### src/rtl/register_file_pkg.sv
// Shared types and default sizing for the multiport register file.
package register_file_pkg;

   // Clear sweep / normal operation
   typedef enum logic {
      CLEAR = 1'b0,
      READY = 1'b1
   } rf_state_e;

   localparam int DEF_DATA_WIDTH = 16;
   localparam int DEF_ADDR_WIDTH = 6;
   localparam int DEF_NUM_READ   = 2;
   localparam int DEF_ZERO_REG   = 0;

endpackage

### src/rtl/rf_clear_sequencer.sv
// Owns the CLEAR/READY state and the sweep index used to zero the storage.
// Busy is decoded straight from the state register.
module rf_clear_sequencer
   import register_file_pkg::*;
#(
   parameter int ADDR_WIDTH = DEF_ADDR_WIDTH
) (
   input  logic                  clk_i,
   input  logic                  rst_i,
   input  logic                  clear_i,
   output logic                  busy_o,
   output logic [ADDR_WIDTH-1:0] clr_addr_o
);

   rf_state_e             state_q, state_d;
   logic [ADDR_WIDTH-1:0] cnt_q, cnt_d;

   // State and sweep index registers; reset parks the sweep at entry 0
   always_ff @(posedge clk_i or posedge rst_i) begin
      if (rst_i) begin
         state_q <= CLEAR;
         cnt_q   <= '0;
      end else begin
         state_q <= state_d;
         cnt_q   <= cnt_d;
      end
   end

   // Next state: sweep one entry per cycle, leave CLEAR after the last entry
   always_comb begin
      state_d = state_q;
      cnt_d   = cnt_q;
      case (state_q)
         CLEAR: begin
            if (clear_i) begin
               cnt_d = '0;
            end else if (&cnt_q) begin
               state_d = READY;
               cnt_d   = '0;
            end else begin
               cnt_d = cnt_q + ADDR_WIDTH'(1);
            end
         end
         READY: begin
            if (clear_i) begin
               state_d = CLEAR;
               cnt_d   = '0;
            end
         end
         default: begin
            state_d = CLEAR;
            cnt_d   = '0;
         end
      endcase
   end

   assign busy_o     = (state_q == CLEAR);
   assign clr_addr_o = cnt_q;

endmodule

### src/rtl/multiport_register_file.sv
// Register file with one write port, NUM_READ registered read ports,
// write-first bypass and a sequenced clear. Storage is never reset directly;
// the clear sequencer sweeps it to zero after reset or on request.
module multiport_register_file
   import register_file_pkg::*;
#(
   parameter int DATA_WIDTH = DEF_DATA_WIDTH,
   parameter int ADDR_WIDTH = DEF_ADDR_WIDTH,
   parameter int NUM_READ   = DEF_NUM_READ,
   parameter int ZERO_REG   = DEF_ZERO_REG
) (
   input  logic                           clk_i,
   input  logic                           rst_i,
   input  logic                           clear_i,
   input  logic                           we_i,
   input  logic [ADDR_WIDTH-1:0]          waddr_i,
   input  logic [DATA_WIDTH-1:0]          wdata_i,
   input  logic [NUM_READ-1:0]            re_i,
   input  logic [NUM_READ*ADDR_WIDTH-1:0] raddr_i,
   output logic [NUM_READ*DATA_WIDTH-1:0] rdata_o,
   output logic [NUM_READ-1:0]            rvalid_o,
   output logic                           busy_o
);

   localparam int DEPTH = 2**ADDR_WIDTH;

   logic [DATA_WIDTH-1:0]          mem_q [DEPTH];
   logic                           busy;
   logic [ADDR_WIDTH-1:0]          clr_addr;
   logic                           wr_acc;
   logic [NUM_READ-1:0]            rd_acc;
   logic [NUM_READ*DATA_WIDTH-1:0] rdata_q, rdata_d;
   logic [NUM_READ-1:0]            rvalid_q, rvalid_d;

   rf_clear_sequencer #(
      .ADDR_WIDTH (ADDR_WIDTH)
   ) u_seq (
      .clk_i      (clk_i),
      .rst_i      (rst_i),
      .clear_i    (clear_i),
      .busy_o     (busy),
      .clr_addr_o (clr_addr)
   );

   // A write lands only in READY without a competing clear; entry 0 is
   // read-only when it is hardwired to zero
   assign wr_acc = we_i && !clear_i && !busy &&
                   !((ZERO_REG != 0) && (waddr_i == '0));
   assign rd_acc = re_i & {NUM_READ{~busy}};

   // Storage: sweep writes zero while busy, otherwise the accepted write
   always_ff @(posedge clk_i) begin
      if (busy) begin
         mem_q[clr_addr] <= '0;
      end else if (wr_acc) begin
         mem_q[waddr_i] <= wdata_i;
      end
   end

   // Read lookup per port with write-first bypass; idle ports hold their data
   always_comb begin
      logic [ADDR_WIDTH-1:0] ra;
      logic [DATA_WIDTH-1:0] word;
      ra       = '0;
      word     = '0;
      rdata_d  = rdata_q;
      rvalid_d = rd_acc;
      for (int i = 0; i < NUM_READ; i++) begin
         ra = raddr_i[i*ADDR_WIDTH +: ADDR_WIDTH];
         if ((ZERO_REG != 0) && (ra == '0)) begin
            word = '0;
         end else if (wr_acc && (waddr_i == ra)) begin
            word = wdata_i;
         end else begin
            word = mem_q[ra];
         end
         if (rd_acc[i]) begin
            rdata_d[i*DATA_WIDTH +: DATA_WIDTH] = word;
         end
      end
   end

   // Registered read outputs; reset drops any pending read immediately
   always_ff @(posedge clk_i or posedge rst_i) begin
      if (rst_i) begin
         rdata_q  <= '0;
         rvalid_q <= '0;
      end else begin
         rdata_q  <= rdata_d;
         rvalid_q <= rvalid_d;
      end
   end

   assign rdata_o  = rdata_q;
   assign rvalid_o = rvalid_q;
   assign busy_o   = busy;

endmodule

### config.mk
export PLATFORM = sky130hd
export DESIGN_NAME = multiport_register_file
export DESIGN_NICKNAME = d
export VERILOG_FILES = /design/src/rtl/register_file_pkg.sv /design/src/rtl/rf_clear_sequencer.sv /design/src/rtl/multiport_register_file.sv
export SDC_FILE = /design/constraint.sdc
export NUM_CORES = 1
export LEC_CHECK = 0
export CAP_MARGIN = 25
export CORE_ASPECT_RATIO = 1.4
export CORE_UTILIZATION = 35
export CTS_CLUSTER_SIZE = 40
export DETAILED_ROUTE_END_ITERATION = 16
export SETUP_SLACK_MARGIN = 0.4
export SLEW_MARGIN = 20
export SYNTH_ARGS = -nofsm -noshare
export SYNTH_HDL_FRONTEND = slang
export SYNTH_HIERARCHICAL = 1
export SYNTH_SLANG_ARGS = --single-unit
### constraint.sdc
create_clock -name clk_i -period 4.55 [get_ports clk_i]
set_input_delay 0.91 -clock clk_i [delete_from_list [all_inputs] [get_ports clk_i]]
set_output_delay 0.91 -clock clk_i [all_outputs]
set_load 0.1 [all_outputs]
# Word-level counts from Yosys, hierarchy flattened
# Memory sizes are Yosys's and may differ from the RTL's. A register that Yosys moved wholly into a read port is not among the register bits.
# Cells that the tools add are included.
dict set report totals {
  out_inout_bits 35
  register_bits 9
  ram_bits 1024
  mem_count 1
  input_bits 40
  romBits 0
  latchBits 0
  word_cells 28
}
dict set report classes {
  mul 0
  magnitude_cmp 0
  div 0
  addsub 1
  bitwise 2
  mux 15
  n_shift 0
  eq_ne 1
  reduce_logical 5
}
# memory words width read_ports rd_clocked_by_memory_dff write_ports line_no
set memory_table {}
lappend memory_table {mem_q 64 16 2 2 1 multiport_register_file.sv:27} ;# logic [DATA_WIDTH-1:0] mem_q [DEPTH];
# operator count
set ops {}
lappend ops {{two-way mux 6 bit} 4}
lappend ops {{two-way mux 16 bit} 1}
lappend ops {{OR reduction 16 bit} 1}
lappend ops {{case mux 6 bit (2 select lines)} 1}
lappend ops {{two-way mux 1 bit} 8}
lappend ops {{adder 6 x 1 -> 6 bit, second input constant} 1}
lappend ops {{AND reduction 6 bit} 1}
lappend ops {{AND 2 bit} 1}
lappend ops {{logical AND 1 bit} 2}
lappend ops {{inequality test 2 bit, second input constant} 1}
lappend ops {{case mux 1 bit (2 select lines)} 1}
lappend ops {{zero test 1 bit} 1}
lappend ops {{NOT 1 bit} 1}

# Logic depth before layout (Yosys ltp)
dict set report logic_depth {
  depth_word 8
  ltp_mapped 11
  depth_no_buf 7
}

# Modules after synthesis
# Netlist, hierarchy kept.
# module seq_area_each_um2 n_inst cells_per_inst area_each_um2
set by_module_without_submodules {}
lappend by_module_without_submodules {multiport_register_file 31600.3 1 2578 49678.9}
lappend by_module_without_submodules {rf_clear_sequencer 175.2 1 41 364.1}

# Least setup slack after synthesis
# Ideal clock, no wire load.
dict set report synth_path {
  kind {reg-to-reg}
  startpoint {reg u_seq.state_q}
  endpoint {mem mem_q[16][0] (netlist bit), enable pin}
  n_path_buf 4
  path_slack_ns 1.069
  arrival_time_ns 3.092
  stages_incl_launch_ff 11
  t_required_ns 4.161
  path_cell_list {dfrtp_1 > buf_2 > inv_1 > nor3b_1 > buf_2 > clkbuf_1 > clkbuf_1 > nand3b_1 > o31ai_1 > nand2_1 > nor2_1}
}
dict set report synth_via {
  elab_chain_len 6
}
# item line_no
set synth_rtl {}
lappend synth_rtl {{start: declaration} rf_clear_sequencer.sv:15} ;# rf_state_e state_q, state_d;
lappend synth_rtl {{start signal: assignment} rf_clear_sequencer.sv:24} ;# state_q <= state_d;
lappend synth_rtl {{logical AND 1 bit} multiport_register_file.sv:47} ;# assign wr_acc = we_i && !clear_i && !busy &&
lappend synth_rtl {{two-way mux 1 bit} multiport_register_file.sv:55} ;# end else if (wr_acc) begin
lappend synth_rtl {{two-way mux 1 bit} multiport_register_file.sv:53} ;# if (busy) begin
lappend synth_rtl {{two-way mux 1 bit (implied by the code)} multiport_register_file.sv:56} ;# mem_q[waddr_i] <= wdata_i;
lappend synth_rtl {{OR reduction 16 bit (no source line)} n/a}
lappend synth_rtl {{two-way mux 6 bit (no source line) / two-way mux 1 bit (equally long branches)} n/a}
lappend synth_rtl {{end: declaration} multiport_register_file.sv:27}
# Parallel ways exist; a longest one is shown, timed or not.

# Final worst setup path
dict set report layout_path {
  startpoint {reg u_seq.state_q}
  endpoint {out busy_o}
}
dict set report layout_via {
  elab_chain_len 1
}
# item line_no
set layout_rtl {}
lappend layout_rtl {{NOT 1 bit} rf_clear_sequencer.sv:57} ;# assign busy_o = (state_q == CLEAR);
lappend layout_rtl {{end: declaration} multiport_register_file.sv:22} ;# output logic busy_o
# No other way between the ends.

==> results.md <==
- CTS tree: built
- Area grow syn2layout: 16.2%
- Clk sinks: ~1100
- Power Internal: around 16000 µW
- Crit-path cells: inv_1, clkdlybuf4s50_1
- CTS buffer count: 100
- Die Y: between 400 and 500 µm
- Clock Tree Root: clkbuf_16
- Total GRT Usage: a little under a quarter
- Metal2 WL: approximately 77 mm
- Largest family of logic cells by synthesized area: multiplexers
- Ys async rst share: roughly 3.8%
- CP Launch Type: flop
- Critical path data required time: 3.64 ns
- Hold Vio Cnt, Final: 0
- Slew @ Worst Pin: 1.08 ns
- Fin crit share: about four fifths
- Fraction of synthesized cell area in xor and xnor cells: less than 1%
- Setup TNS: 0 ns
- Final HPWL DP: ~110 mm
- Post-route insts no fill: between 4000 and 5000
- Top Layer Used: met5
- Clock-pin slew on the worst setup and hold paths: about 0.06 ns
- Longest Clk Path Bufs: 3
- Die area: roughly 140000 µm²
- Unique cell type count in the Yosys netlist: between 50 and 60
- Pwr/cell area: roughly 370 nW/µm²
- Tot Pwr: about 21000 µW
- Core area: between 100000 and 150000 µm²
- CP Class: flop to output port
- H-tree depth: 3
- Initial antenna violation count: 13
- CP peak stage delay: ~1.2 ns
- Initial DRC Count: 3834
- Post-Syn Instances: about 2600
- WP buf/inv: 2
- DR WL/cell: 33.8 µm
- Die W: 322 µm
- Placed cell area: 54600 µm²
- Psw: between 4000 and 5000 µW
- Drt first pass iters: 5
- Drt total wl: 163 mm
- Synth top area cells: edfxtp_1 (61%), mux4_2 (22%), mux2i_1 (2.9%), mux2_2 (2.1%), dfrtp_1 (2.1%)
- Leak: 0.0204 µW
- Max_cap viols: 0
- Post-Synth Adder-Cell Area: less than 1%
- RSZ-0062 raised after global routing: no
- Flop pwr share: about half
- Vias: slightly below 30000
- Critical Path Slowest Stage Cell: clkdlybuf4s50_1
- Seq cells post-synth: around 1100
- Area taken by multi-input logic gates: 17400 µm²
- Ys flop type: edfxtp_1
- Pin count of the biggest net entering global routing: 78
- Worst-Skew Late Latency: around 0.73 ns
- Slew HR: between 20% and 30%
- Vias in the first global route: approximately 30000
- Grt ovf: 0
- Synth Area in Compound Gates: 4.09%
- Layout cell share with drive strength beyond 1: about 36%
- Rows: 163
- Fin area: approximately 58000 µm²
- Critical path's top delay family: buffers and inverters
- Clock Skew: roughly 0.043 ns
- Syn_nets: ~2700
- Seq/Total Area, Yosys: a little under two thirds
- Setup crit end kind: output port
- Synth warn: 6
- DRT met1 WL: between 50 and 60 mm
- Simple-Gate Fraction of Synth Area: between 2 and 3%
- First-pass GRT wire length: 230 mm
- # IOs: 75
- Fin nets: about 2900
- Antenna-violating nets left: 0
- Logic pwr share: under 10%
- Mux contribution to synthesized area: a little over a quarter
- Yosys top cell by area: edfxtp_1
- Hold buffers post-CTS: 0
- RD Place Congestion: 0.957
- Critical path fanouts, max: 11
- Synth top area share: about three fifths
- Placed cells: 4621
- Synth Cell Area: 50000 µm²
- Port Buffers: 74
- Net Sw Frac: between 20% and 30%
- WL met3: ~15 mm
- Register area: about 32000 µm²
- Worst hold path type: primary input to async pin
- Fill cells: around 12000
- Post-CTS setup buffers: 0
- Cts repair resizes: 0
- Clock power frac: about 42%
- Maximum operating frequency: ~270 MHz
- Most common cell in the netlist: edfxtp_1
- Worst hold slack: 0.473 ns
- Slew Limit Fails: 0
- Peak VDD IR: roughly 0.26 mV
- Setup violators final: 0
- Arrival time worst endpoint: 2.73 ns
- Outcome: finished, final reports clean
- Mapped Avg Cell Area: roughly 19 µm²
- Commonest cells post-synth: edfxtp_1 (1024), mux4_2 (496), mux2i_1 (147)
- Vias/cell: 6.03
- Final min period: 3.64 ns
- Post-synth EDFFs: between 1000 and 1500
- Initial Utilization: 35.4%
- DRC: 0
power groups by stage:
stage               clock network (µW)  registers [µW]  logic [µW]
finish                            8960           10700        1610
global route                      9370           10700        1660
CTS                               9080           10700        1600
detailed placement                   0           10900        1600
global placement                     0           10900        1580
floorplan                            0           10900         941
layer usage:
| layer | vias to the layer above | global-route usage (%) |
|---|---|---|
| li1 | 11600 | - |
| met1 | 15400 | 28.0 |
| met2 | 1639 | 35.9 |
| met3 | 327 | 4.61 |
| met4 | 2 | 14.2 |
| met5 | - | 0 |
state kept, by name (all words and copies together) (netlist names):
name / count
u_seq/state_q: 1
rvalid_o: 2
mem_q: 1024
rdata_o: 32
u_seq/clr_addr_o: 6
stage by stage:
stage / utilization, % / setup WS [ns]
floorplan: - / 1.07
global placement: 38.6 / 0.578
detailed placement: 38.6 / 0.602
CTS: 41.1 / 0.878
global route: 41.1 / 0.795
finish: 41.1 / 0.909
worst reg2reg max path, cell delays in order, from the launching register on:
cell and delay, ns:
dfrtp_1 0.51, inv_1 0.26, nor3b_2 0.59, buf_4 0.31, mux2i_1 0.09, a221oi_1 0.38, o2111a_1 0.28, buf_4 0.28
nand2b_1 0.41, o211ai_1 0.18
cell families (layout without fill, tap and decap cells):
group,Yosys count,after routing
AOI/OAI and AO/OA,286,286
xor gates and xnor gates,14,14
adders and majority gates,1,1
buffers and inverters,218,511
DFF,1065,1065
muxes,737,737
other,0,4
and+or+nand+nor,298,298
cells in the final DEF, fill, tap and decap left out, types with 24 or more instances in the layout:
cell / Yosys / routed
a22oi_1: 38 / 38
clkbuf_16: 0 / 106
a211oi_1: 47 / 47
nand2_1: 66 / 66
buf_12: 0 / 35
mux2_2: 94 / 94
dfrtp_1: 41 / 41
buf_4: 6 / 200
nor2_1: 90 / 63
nor2_2: 0 / 27
edfxtp_1: 1024 / 1024
mux2i_1: 147 / 147
clkdlybuf4s50_1: 0 / 67
a21oi_1: 24 / 24
o22ai_1: 58 / 58
nor2b_1: 34 / 33
o21ai_0: 25 / 25
mux4_2: 496 / 496
worst paths after layout:
check | slack, ns | to | from | cells after the start
max | 0.91 | busy_o | u_seq/state_q$_DFF_PP0_ | 2
max reg2reg | 1.13 | rdata_o[22]$_DFFE_PP0P_ | u_seq/state_q$_DFF_PP0_ | 9
max in group asynchronous | 3.18 | rdata_o[20]$_DFFE_PP0P_ | rst_i | 2
min | 0.47 | u_seq/clr_addr_o[4]$_DFFE_PP0P_ | rst_i | 2
min reg2reg | 0.63 | rdata_o[8]$_DFFE_PP0P_ | rdata_o[8]$_DFFE_PP0P_ | 2
min in group clk_i | 0.63 | rdata_o[8]$_DFFE_PP0P_ | rdata_o[8]$_DFFE_PP0P_ | 2
final cells by class:
cell class	instances	share of cell area (%)
Clock buffer	119	4.72
Sequential cell	1065	54.7
Antenna cell	4	0.0172
Inverter	13	0.0840
Clock inverter	68	1.30
Tap cell	1897	4.08
Multi-Input combinational cell	1336	30.0
Timing Repair Buffer	311	5.11
Note: power is estimated with default switching activity, not from simulation.
